--- config.mk ---
export PLATFORM = sky130hd
export DESIGN_NAME = serial_magnitude_compare_ctrl
export DESIGN_NICKNAME = d
export VERILOG_FILES = /design/src/rtl/serial_magnitude_compare_ctrl.sv
export SDC_FILE = /design/constraint.sdc
export NUM_CORES = 1
export LEC_CHECK = 0
export ABC_AREA = 1
export CORE_MARGIN = 10
export CORE_UTILIZATION = 45
export CTS_CLUSTER_DIAMETER = 80
export DETAILED_ROUTE_END_ITERATION = 8
export HOLD_SLACK_MARGIN = 0.05
export PLACE_DENSITY = 0.7
export REMOVE_ABC_BUFFERS = 1
export SYNTH_ARGS = -nofsm -noshare
export SYNTH_HDL_FRONTEND = slang
export SYNTH_SLANG_ARGS = --single-unit
--- constraint.sdc ---
create_clock -name clk -period 2.1 [get_ports clk]
set_input_delay 0.525 -clock clk [delete_from_list [all_inputs] [get_ports clk]]
set_output_delay 0.525 -clock clk [all_outputs]
set_load 0.02 [all_outputs]
--- src/rtl/serial_magnitude_compare_ctrl.sv ---
`default_nettype none
// ============================================================================
// Module   : serial_magnitude_compare_ctrl
// Purpose  : Compares two WIDTH-bit unsigned operands one 2-bit digit per
//            clock, MSB digit first, using a single time-shared digit
//            comparator. Results are registered greater/equal/less flags
//            behind a start/busy/done handshake.
// Ports    : clk              - rising-edge clock
//            reset            - asynchronous active-high reset, clears all state
//            start            - request, accepted only while idle
//            A, B             - operands, sampled only when start is accepted
//            busy             - high while digits are being compared
//            done             - one-cycle pulse, result flags valid
//            A_greater_than_B - result flag (A >  B)
//            A_equal_B        - result flag (A == B)
//            A_less_than_B    - result flag (A <  B)
// Params   : WIDTH      - operand width, even and >= 2
//            EARLY_EXIT - 1: stop at first differing digit
//                         0: always scan every digit (fixed latency)
// Revision : 1.0 - initial release
// ============================================================================
module serial_magnitude_compare_ctrl #(
  parameter int WIDTH      = 8,
  parameter bit EARLY_EXIT = 1'b1
) (
  input  logic             clk,
  input  logic             reset,
  input  logic             start,
  input  logic [WIDTH-1:0] A,
  input  logic [WIDTH-1:0] B,
  output logic             busy,
  output logic             done,
  output logic             A_greater_than_B,
  output logic             A_equal_B,
  output logic             A_less_than_B
);

  localparam int c_digits = WIDTH / 2;
  // Keep the counter at least one bit wide so a single-digit build still
  // elaborates cleanly.
  localparam int c_cnt_w  = (c_digits > 1) ? $clog2(c_digits) : 1;
  localparam logic [c_cnt_w-1:0] c_last_digit = c_cnt_w'(c_digits - 1);

  typedef enum logic [1:0] {
    ST_IDLE    = 2'd0,
    ST_COMPARE = 2'd1,
    ST_DONE    = 2'd2
  } state_t;

  state_t               r_state;
  logic [WIDTH-1:0]     r_a_sh;
  logic [WIDTH-1:0]     r_b_sh;
  logic [c_cnt_w-1:0]   r_cnt;
  logic                 r_decided;

  logic [1:0]           w_a_dig;
  logic [1:0]           w_b_dig;
  logic                 w_gt;
  logic                 w_lt;

  // The digit under test is always the top two bits of the shift registers.
  assign w_a_dig = r_a_sh[WIDTH-1 -: 2];
  assign w_b_dig = r_b_sh[WIDTH-1 -: 2];

  // 2-bit magnitude comparator slice.
  assign w_gt = (w_a_dig[1] & ~w_b_dig[1])
              | (w_a_dig[1] &  w_a_dig[0] & ~w_b_dig[0])
              | (w_a_dig[0] & ~w_b_dig[1] & ~w_b_dig[0]);
  assign w_lt = (w_b_dig[1] & ~w_a_dig[1])
              | (w_b_dig[1] &  w_b_dig[0] & ~w_a_dig[0])
              | (w_b_dig[0] & ~w_a_dig[1] & ~w_a_dig[0]);

  always_ff @(posedge clk or posedge reset) begin
    if (reset) begin
      r_state          <= ST_IDLE;
      r_a_sh           <= '0;
      r_b_sh           <= '0;
      r_cnt            <= '0;
      r_decided        <= 1'b0;
      busy             <= 1'b0;
      done             <= 1'b0;
      A_greater_than_B <= 1'b0;
      A_equal_B        <= 1'b0;
      A_less_than_B    <= 1'b0;
    end else begin
      case (r_state)
        ST_IDLE: begin
          done <= 1'b0;
          if (start) begin
            r_a_sh           <= A;
            r_b_sh           <= B;
            r_cnt            <= c_last_digit;
            r_decided        <= 1'b0;
            A_greater_than_B <= 1'b0;
            A_equal_B        <= 1'b0;
            A_less_than_B    <= 1'b0;
            busy             <= 1'b1;
            r_state          <= ST_COMPARE;
          end
        end

        ST_COMPARE: begin
          if (EARLY_EXIT) begin
            if (w_gt || w_lt || (r_cnt == '0)) begin
              A_greater_than_B <= w_gt;
              A_less_than_B    <= w_lt;
              A_equal_B        <= ~w_gt & ~w_lt;
              busy             <= 1'b0;
              done             <= 1'b1;
              r_state          <= ST_DONE;
            end else begin
              r_a_sh <= r_a_sh << 2;
              r_b_sh <= r_b_sh << 2;
              r_cnt  <= r_cnt - 1'b1;
            end
          end else begin
            // Only the first differing digit decides; later digits are
            // still scanned so the latency is always the full digit count.
            if (!r_decided && (w_gt || w_lt)) begin
              A_greater_than_B <= w_gt;
              A_less_than_B    <= w_lt;
              r_decided        <= 1'b1;
            end
            if (r_cnt == '0) begin
              if (!r_decided && !w_gt && !w_lt) begin
                A_equal_B <= 1'b1;
              end
              busy    <= 1'b0;
              done    <= 1'b1;
              r_state <= ST_DONE;
            end else begin
              r_a_sh <= r_a_sh << 2;
              r_b_sh <= r_b_sh << 2;
              r_cnt  <= r_cnt - 1'b1;
            end
          end
        end

        ST_DONE: begin
          // start is deliberately ignored here; it is only seen in idle.
          done    <= 1'b0;
          r_state <= ST_IDLE;
        end

        default: begin
          busy    <= 1'b0;
          done    <= 1'b0;
          r_state <= ST_IDLE;
        end
      endcase
    end
  end

endmodule
`default_nettype wire

==> summary.txt <==
Route
  • ANT nets after route: 0
  • Wire length per cell: 12.85 µm
  • Vias post-DR: 1,103
  • Starting DRT DRC Count: 41
  • DR DRC count: 0
  • Drt total wl: 2839 µm
  • Routed vias/inst: 4.991
  • Drt first pass iters: 6

Critical path
  • Worst path slowest cell: clkdlybuf4s50_1
  • WS Path Type: reg -> out
  • R2r startpoint: r_a_sh[6]
  • R2R Setup Slk: 0.65 ns
  • Setup crit start: A_equal_B
  • Worst path cell trace: clkdlybuf4s50_1
  • Crit path depth: 1
  • Setup crit end: A_equal_B
  • CP top delay family: buffers and inverters
  • WP data arrival: 1.30 ns
  • FF-to-FF End: r_cnt[1]
  • Worst R2R Path Depth: 8
  • CP endpoint kind: primary output
  • Max stage delay on crit path: 0.61 ns
  • Worst Path Max Fanout: 2
  • Crit path buffers/inverters: 1
  • Crit path required time: 1.57 ns
  • Startpoint Class: flip-flop

Yosys
  • Synth top area share: 0.4739
  • Ys async rst share: 1.000
  • Yosys warning count: 0
  • Count of cell types in the netlist: 17
  • Synthesized cell area: 1320 µm²
  • Count leader, synth: nand2_1
  • Commonest cells in the netlist: nand2_1, dfrtp_1, nand3_1
  • Mapped Avg Cell Area: 7.904 µm²
  • Synth Register Bits: 25
  • Largest area contributor in the synthesized netlist: dfrtp_1
  • Main synth FF type: dfrtp_1
  • Number of flops mapped to enable cells by yosys: 0
  • Area contributors post-synth: dfrtp_1, nand2_1, nand3_1
  • Post-Synthesis Cells: 167
  • Sequential area share after synthesis: 0.4739

Timing
  • Final Cycle Share: 0.8683
  • Final WS setup: 0.2765 ns
  • Final Hold Vio Count: 0
  • Relative slew slack: 0.7194
  • Max Freq: 548.4 MHz
  • Final Max Slew Viols: 0
  • RSZ-0062 raised after global routing: no
  • Min Tclk post-route: 1.823 ns
  • Number of setup violations in the final report: 0
  • Worst Tran Pin Value: 0.4194 ns
  • Min Hold Slack: 0.4941 ns
  • Clock skew: 0.004411 ns
  • Post-Route Setup TNS: 0 ns

Floorplan
  • Row cnt: 19
  • Core footprint: 2781 µm²
  • Area of the die: 5500 µm²
  • I/O pins: 24
  • Starting Density: 0.4746
  • Die X: 74.16 µm
  • Chip Height: 74.16 µm

Power
  • Maximum vdd drop: 984.6 µV
  • Clock share of power: 0.094
  • Reg power frac: 0.367
  • PD cells: 1489 nW/µm²
  • Switching share of total power: 0.4647
  • Sw power: 1.076 mW
  • Leak Pwr: 0.8457 nW
  • Int Pwr: 1.239 mW
  • Combinational group share of total power: 0.539

Placement
  • Routability cong.: 0.7559
  • # placed instances: 217
  • Pre-CTS setup slack: 0.1391 ns
  • Port Buf Inserts: 23
  • Detail Placement HPWL: 2020 µm

CTS
  • Clock latency on the worst-skew pair: 0.32 ns
  • # hold bufs at CTS: 0
  • Clock transition at path regs: 0.14 ns
  • Post-CTS setup buffer count: 0
  • Number of cells upsized or downsized after cts: 0
  • CTS tree: yes
  • Clock root cell: clkbuf_4
  • CTS sink count: 25
  • CTS Buf Count: 3
  • H-tree depth: 1
  • Clk buf depth: 2

Global routing
  • GRT Total Usage: 0.1080
  • Vias in the first global route: 1,093
  • Antenna violations before repair: 0
  • First-pass GRT wire length: 4912 µm
  • GR Overflow Total: 0
  • Largest net degree at the start of global routing: 26

Final layout
  • ANT cells: 0
  • Share of layout cells above drive strength 1: 0.08947
  • Net count, final: 211
  • Area Growth Syn to Fin: 17.73%
  • Final Util: 0.5587
  • Post-Layout Cell Count: 221

Run status
  • Status: complete, no violations

Min path
  • HP Class: reg -> reg

Run
  • Max-Cap Viols: 0
[worst min-delay path by stage]
stage	depth (start not counted)	from	to
2_1_floorplan	2	r_a_sh[0]	r_a_sh[0]
3_3_place_gp	2	A_equal_B	A_equal_B
3_5_place_dp	2	busy	busy
4_1_cts	2	busy	busy
5_1_grt	2	busy	busy
6_report	2	busy	busy
[metrics by stage]
step | total power [mW] | instance area, µm²
2_1_floorplan | 1.747 | 1236
3_3_place_gp | 2.075 | 1528
3_5_place_dp | 2.126 | 1528
4_1_cts | 2.340 | 1554
5_1_grt | 2.566 | 1554
6_report | 2.314 | 1554
[area by class of cell]
class | instances | area (µm²)
Multi-Input combinational cell | 123 | 565.5
Sequential cell | 25 | 625.6
Fill cell | 275 | 1227
Timing Repair Buffer | 26 | 252.7
Inverter | 12 | 45.04
Tap cell | 31 | 38.79
Clock buffer | 4 | 26.28
[layout by cell type (no fill, tap or decap)]
cell type,synthesis,routed
inv_2,2,2
nor2_4,2,2
nand3_1,24,24
nand2_4,3,3
nand2_1,87,87
a21oi_4,1,1
clkbuf_1,0,1
clkdlybuf4s50_1,0,23
ha_1,1,1
a21oi_1,1,1
inv_1,10,10
nor2_1,1,1
nand4_2,1,1
clkbuf_4,0,3
nand2_2,2,2
buf_4,0,3
dfrtp_1,25,25
[metal layers]
metal / GRT usage / part of all wire
met4: 0.02484 / 0.0067
met1: 0.1358 / 0.46
met2: 0.1818 / 0.48
met5: 0 / 0
met3: 0.02660 / 0.054
[state kept, by name, indices dropped and copies added, names as in the netlist]
register and cells:
r_state 2, A_greater_than_B 1, A_equal_B 1, done 1
r_cnt 2, busy 1, A_less_than_B 1, r_a_sh 8
r_b_sh 8
[cells by family (layout without fill, tap and decap cells)]
group           after synthesis  after routing  share of synthesized area
flops                        25             25                     0.4739
fa+ha+maj                     1              1                   0.009477
compound gates                2              2                    0.01611
buf+inv                      19             42                    0.09763
simple gates                120            120                     0.4028
[power groups by stage]
stage	combinational [mW]	sequential (mW)	clock (mW)
after global routing	1.44	0.877	0.245
final	1.25	0.849	0.218
after detailed placement	1.26	0.861	0
after CTS	1.27	0.848	0.224
after global placement	1.23	0.849	0
after floorplan	0.874	0.873	0
Power figures use the tool's default switching activity.
